### config.mk
export PLATFORM = sky130hd
export DESIGN_NAME = neuron_alu_sequencer
export DESIGN_NICKNAME = d
export VERILOG_FILES = /design/src/rtl/neuron_alu_sequencer.sv
export SDC_FILE = /design/constraint.sdc
export NUM_CORES = 1
export LEC_CHECK = 0
export CAP_MARGIN = 20
export CORE_ASPECT_RATIO = 0.75
export CORE_MARGIN = 2
export CORE_UTILIZATION = 40
export CTS_CLUSTER_DIAMETER = 120
export DETAILED_ROUTE_END_ITERATION = 10
export HOLD_SLACK_MARGIN = 0.15
export MAX_ROUTING_LAYER = met4
export PLACE_DENSITY = 0.66
export SLEW_MARGIN = 20
export SYNTH_ARGS = -nofsm -noshare
export SYNTH_HDL_FRONTEND = slang
export SYNTH_SLANG_ARGS = --single-unit
### constraint.sdc
create_clock -name clk -period 2.2 [get_ports clk]
set_input_delay 0.44 -clock clk [delete_from_list [all_inputs] [get_ports clk]]
set_output_delay 0.44 -clock clk [all_outputs]
set_load 0.005 [all_outputs]
### src/rtl/neuron_alu_sequencer.sv
// Sequences a shared 32-bit combinational ALU through MULT/SRA/ADD steps to compute
// one two-input neuron y = ((x1*w1)>>>shift) + ((x2*w2)>>>shift) + b.
module neuron_alu_sequencer #(
    parameter int         DATA_W     = 32,
    parameter logic [3:0] ALUOP_ADD  = 4'b0100,
    parameter logic [3:0] ALUOP_MULT = 4'b0110,
    parameter logic [3:0] ALUOP_SRA  = 4'b0010,
    parameter logic [3:0] ALUOP_IDLE = 4'b1000
) (
    input  logic              clk,
    input  logic              resetn,
    input  logic              start,
    input  logic [DATA_W-1:0] x1,
    input  logic [DATA_W-1:0] x2,
    input  logic [DATA_W-1:0] w1,
    input  logic [DATA_W-1:0] w2,
    input  logic [DATA_W-1:0] b,
    input  logic [4:0]        shift,
    output logic [DATA_W-1:0] alu_op1,
    output logic [DATA_W-1:0] alu_op2,
    output logic [3:0]        alu_opcode,
    input  logic [DATA_W-1:0] alu_result,
    input  logic              alu_ovf,
    input  logic              alu_zero,
    output logic              busy,
    output logic              done,
    output logic [DATA_W-1:0] y,
    output logic              ovf_flag,
    output logic              zero_flag
);

    typedef enum logic [2:0] {
        IDLE = 3'd0,
        MUL1 = 3'd1,
        SRA1 = 3'd2,
        MUL2 = 3'd3,
        SRA2 = 3'd4,
        ADD1 = 3'd5,
        ADD2 = 3'd6
    } state_t;

    state_t                   state;
    logic signed [DATA_W-1:0] x1_r;
    logic signed [DATA_W-1:0] x2_r;
    logic signed [DATA_W-1:0] w1_r;
    logic signed [DATA_W-1:0] w2_r;
    logic signed [DATA_W-1:0] b_r;
    logic        [4:0]        shift_r;
    logic signed [DATA_W-1:0] p1;
    logic signed [DATA_W-1:0] p2;
    logic signed [DATA_W-1:0] acc;
    logic                     sticky;

    logic [DATA_W-1:0] shift_ext;
    assign shift_ext = {{(DATA_W-5){1'b0}}, shift_r};

    // ALU inputs are a pure function of state and latched registers
    always_comb begin
        alu_op1    = '0;
        alu_op2    = '0;
        alu_opcode = ALUOP_IDLE;
        case (state)
            MUL1: begin alu_op1 = x1_r; alu_op2 = w1_r;      alu_opcode = ALUOP_MULT; end
            SRA1: begin alu_op1 = p1;   alu_op2 = shift_ext; alu_opcode = ALUOP_SRA;  end
            MUL2: begin alu_op1 = x2_r; alu_op2 = w2_r;      alu_opcode = ALUOP_MULT; end
            SRA2: begin alu_op1 = p2;   alu_op2 = shift_ext; alu_opcode = ALUOP_SRA;  end
            ADD1: begin alu_op1 = p1;   alu_op2 = p2;        alu_opcode = ALUOP_ADD;  end
            ADD2: begin alu_op1 = acc;  alu_op2 = b_r;       alu_opcode = ALUOP_ADD;  end
            default: ;
        endcase
    end

    always_ff @(posedge clk or negedge resetn) begin
        if (!resetn) begin
            state     <= IDLE;
            x1_r      <= '0;
            x2_r      <= '0;
            w1_r      <= '0;
            w2_r      <= '0;
            b_r       <= '0;
            shift_r   <= '0;
            p1        <= '0;
            p2        <= '0;
            acc       <= '0;
            sticky    <= 1'b0;
            y         <= '0;
            ovf_flag  <= 1'b0;
            zero_flag <= 1'b0;
            busy      <= 1'b0;
            done      <= 1'b0;
        end else begin
            done <= 1'b0;
            case (state)
                IDLE: begin
                    if (start) begin
                        x1_r    <= x1;
                        x2_r    <= x2;
                        w1_r    <= w1;
                        w2_r    <= w2;
                        b_r     <= b;
                        shift_r <= shift;
                        sticky  <= 1'b0;
                        busy    <= 1'b1;
                        state   <= MUL1;
                    end
                end
                MUL1: begin
                    p1     <= alu_result;
                    sticky <= sticky | alu_ovf;
                    state  <= SRA1;
                end
                SRA1: begin
                    p1    <= alu_result;
                    state <= MUL2;
                end
                MUL2: begin
                    p2     <= alu_result;
                    sticky <= sticky | alu_ovf;
                    state  <= SRA2;
                end
                SRA2: begin
                    p2    <= alu_result;
                    state <= ADD1;
                end
                ADD1: begin
                    acc    <= alu_result;
                    sticky <= sticky | alu_ovf;
                    state  <= ADD2;
                end
                ADD2: begin
                    y         <= alu_result;
                    ovf_flag  <= sticky | alu_ovf;
                    zero_flag <= alu_zero;
                    done      <= 1'b1;
                    busy      <= 1'b0;
                    state     <= IDLE;
                end
                default: state <= IDLE;
            endcase
        end
    end

endmodule

Word level (Yosys, flattened, before mapping)
Cells that the tools add are included.
- word-level logic and storage cells: 47
- input port bits: 202
- register bits after elaboration: 301
- output and inout bits: 104
- eq/ne operators: 7
- reductions and logical operators: 13
- multiplexer cells: 10
- bitwise gates (word level): 1
- operators with widths (operator ; count):
    32-bit case mux with 5 select lines ; 2
    3-bit case mux with 6 select lines ; 1
    4-bit case mux with 3 select lines ; 1
    2-bit OR reduction ; 6
    3-bit equality test (second input constant) ; 3
    3-bit by 2-bit equality test with 1-bit output (second input constant) ; 2
    2-bit AND reduction ; 3
    1-bit case mux with 2 select lines ; 2
    2-bit nonzero test ; 2
    3-bit by 1-bit equality test with 1-bit output (second input constant) ; 1
    3-bit logical NOT ; 1
    1-bit 2-to-1 mux ; 3
    3-bit 2-to-1 mux ; 1
    3-bit OR reduction ; 1
    2-bit inequality test (second input constant) ; 1
    1-bit OR ; 1

Logic depth before layout (Yosys ltp)
- depth in word-level cells: 4
- depth in mapped cells: 7
- gate-level depth less buffers: 3

Worst setup path before layout
No wires, ideal clock.
- path type: reg-to-output
- start: register state[1]
- end: output alu_op2[2]
- slack: 0.356 ns
- stages on the path, launching flop included: 7
- data arrival time: 1.404 ns
- path buffers: 3
- cell sequence: dfrtp_1 buf_2 buf_4 buf_4 mux2_2 a221oi_1 a31oi_1
- word-level cells in the longest chain between the ends: 3
- elaborated cells on any way between the ends: 8
- RTL lines (element ; RTL line ; RTL):
    start, declared ; 42 ; state_t state;
    start signal, assigned ; 75 ; state <= IDLE;
    start signal, assigned ; 104 ; state <= MUL1;
    start signal, assigned ; 110 ; state <= SRA1;
    3-bit equality test / 3-bit by 2-bit equality test with 1-bit output (equally long branches) ; 62 ; case (state)
    2-bit OR reduction (no line) ; n/a ;
    32-bit case mux with 5 select lines * ; 62 ;
    end, declared ; 20 ; output logic [DATA_W-1:0] alu_op2,
Every way passes the cells marked *; elsewhere a longest branch is shown, timed or not.

Worst setup path after layout
- start: register state[2]
- end: output alu_op1[24]
- word-level cells in the longest chain between the ends: 3
- elaborated cells on any way between the ends: 8
- RTL lines (element ; RTL line ; RTL):
    3-bit equality test / 3-bit by 2-bit equality test with 1-bit output (equally long branches) ; 62 ;
    2-bit OR reduction (no line) ; n/a ;
    32-bit case mux with 5 select lines * ; 62 ;
    end, declared ; 19 ; output logic [DATA_W-1:0] alu_op1,
Marks and branches as above.

==> out/qor.yml <==
status: "complete, but fails checks"
violations: "setup timing"
initial_core_util: 0.405
ios: 306
synth-edff-count: 0
rsz0062_at_grt: "true"
cp.arrival_ps: 2150
seq_area_frac_synth: 0.538
finalCriticalPeriod_ps: 2590
root_buffer: "clkbuf_16"
fin_ws_ps: -389
grt_use_met3: 0.0559
final_util: 0.597
max_cap_violations: 0
timing.fmax_ghz: 0.386
grt-busiest-layer: "met2"
drtIter0Drc: 759
yosysWarnings: 0
relSlewSlack: 0.594
drtAntennaViolNets: 0
drive_above_1_share: 0.373
vdd_drop_max_v: 0.000891
overflow: 0
synth_area_leaders: "dfrtp_1, mux2_1, mux2_2"
instances_no_fill: 1879
finClkSkew_ps: 13.9
netlist_instances: 995
firstDrtPassIters: 5
dp_hpwl_um: 29800
synth_cell_type_count: 44
final_cell_mix: "dfrtp_1, clkdlybuf4s50_1, mux2_2, mux2_1, mux2i_1"
first_global_vias: 10700
die_w_um: 220
finalSetupViolations: 232
clk_transition_reported_paths_ps: 60
fp.dieH_um: 166
grt_pass1_wl_um: 66200
met2_usage: 0.362
tns_ps: -41730
layout_commonest_cell: "dfrtp_1"
nets: 1597
synth_area_um2: 14000
yosysTopAreaCell: "dfrtp_1"
port_buffers: 304
place.gp.congestion: 0.857
dieArea_um2: 36600
rrSetupSlack_ps: -240
cts_buffers: 34
vias: 10200
gr-usage-met1: 0.354
slew_violations: 0
remaining_drc_errors: 0
synth_nets: 1197
finalHoldViolCount: 0
worstSetupPathType: "flop to primary output"
fin_crit_sh: 1.18
syn_avg_cell_area_um2: 14.1
synth_ff_type: "dfrtp_1"
antenna_found_initial: 4
worst_pin_slew_ps: 609
syn2layout_area_growth_pct: 47.5
critPathCaptureType: "primary output"
dp_slack_ps: -175
track_usage: 0.248
power_density_nw_per_um2: 1570
clock_sinks: 301
cts_tree: "built"
nFillCells: 2710
worstHoldPathType: "input pin to async pin"
synth-async-reset-ratio: 1.00
h-tree-depth: 2
wirelength_um: 44900
core_um2: 34600
synth_top_area_frac: 0.538
wire_per_inst_um: 23.9
ys_ff_latch: 301
crit_required_ps: 1760
startpoint_type: "flop"
viasPerCell: 5.44
grt_max_degree: 54
clk_latency_ps: 520
cp_max_fo: 13
placedCellCount: 1750
num_rows: 59
cts_buffer_depth: 3
leakagePower_nw: 8.79
==> sequential cells by signal (all words and copies together) (netlist names) <==
signal	flops
zero_flag	1
b_r	32
p1	32
x2_r	32
x1_r	32
busy	1
acc	32
w1_r	32
p2	32
shift_r	5
ovf_flag	1
w2_r	32
done	1
sticky	1
y	32
state	3
==> area by class of cell <==
| class | instances | area (um^2) | area share |
|---|---|---|---|
| repair buffers | 447 | 4920 | 0.238 |
| diodes | 3 | 7.51 | 0.000363 |
| clock inverters | 8 | 96.3 | 0.00466 |
| well taps | 457 | 572 | 0.0277 |
| clock buffers | 52 | 990 | 0.0479 |
| inverters | 1 | 6.26 | 0.000303 |
| multi-input cells | 610 | 6530 | 0.316 |
| flip-flops and latches | 301 | 7540 | 0.365 |
==> logic make-up (layout without fill, tap and decap cells) <==
| group | count (synthesis) | count (layout) | synth area share |
|---|---|---|---|
| buf+inv | 84 | 508 | 0.0385 |
| compound gates | 139 | 139 | 0.0809 |
| other cells | 1 | 4 | 0.000268 |
| mux | 381 | 381 | 0.308 |
| simple gates | 89 | 89 | 0.0352 |
| flops | 301 | 301 | 0.538 |
==> critical path, stage by stage (launching register included) <==
cell and delay, ps:
dfrtp_4 510, buf_8 170, buf_16 160, mux2i_1 160, o22ai_1 100, a221o_1 290
clkdlybuf4s15_2 220
==> Yosys cell counts (11+ instances only) <==
library cell	n
o2bb2ai_1	15
o221ai_1	14
nor2_1	14
nand2_1	17
mux2_4	30
o22ai_1	11
and3_1	12
a211o_1	12
a221o_1	11
a221oi_1	12
mux2_1	140
buf_4	18
dfrtp_1	301
a22o_1	15
mux2_2	136
clkbuf_1	17
or2_2	12
buf_6	16
buf_2	29
mux2i_1	75
and2_1	15
a32oi_1	14
a31oi_1	11
a22oi_1	14
==> path summary, 6_finish.rpt <==
| check | from | end | depth (start not counted) |
|---|---|---|---|
| setup reg to reg | state[2]$_DFFE_PN0P_ | w1_r[13]$_DFFE_PN0P_ | 9 |
| hold reg to reg | w1_r[26]$_DFFE_PN0P_ | w1_r[26]$_DFFE_PN0P_ | 1 |
| hold / removal | resetn | shift_r[1]$_DFFE_PN0P_ | 2 |
| max in group asynchronous | resetn | y[0]$_DFFE_PN0N_ | 3 |
| min in group clk | w1_r[26]$_DFFE_PN0P_ | w1_r[26]$_DFFE_PN0P_ | 1 |
| setup / recovery | state[2]$_DFFE_PN0P_ | alu_op1[24] | 6 |
==> stage by stage <==
step | hold slack, ps | power, mW | area [um^2]
2_1_floorplan | 144 | 17.8 | 14000
3_3_place_gp | 408 | 24.3 | 18100
3_5_place_dp | 415 | 24.6 | 18100
4_1_cts | 451 | 31.9 | 20300
5_1_grt | 468 | 34.3 | 20700
6_report | 435 | 32.5 | 20700
==> power by group <==
part	total (mW)	switching [mW]	leakage (nW)	internal [mW]
clock network	5.63	2.29	0.530	3.34
logic	16.2	6.69	4.72	9.50
registers	10.7	2.23	3.54	8.44
total	32.5	11.2	8.79	21.3
==> layer usage <==
layer | part of all wire | up-vias
li1 | - | 4531
met5 | 0 | -
met1 | 0.47 | 5291
met2 | 0.44 | 340
met3 | 0.070 | 51
met4 | 0.014 | 0
==> what timing repair did <==
item,CTS,global route
hold buffers,1,0
pin swaps,60,18
cloned,16,6
setup buffers,39,8
resized for setup,388,53
endpoints found under the hold margin,42,0
endpoints found under the setup margin,102,250
Power figures use the tool's default switching activity.
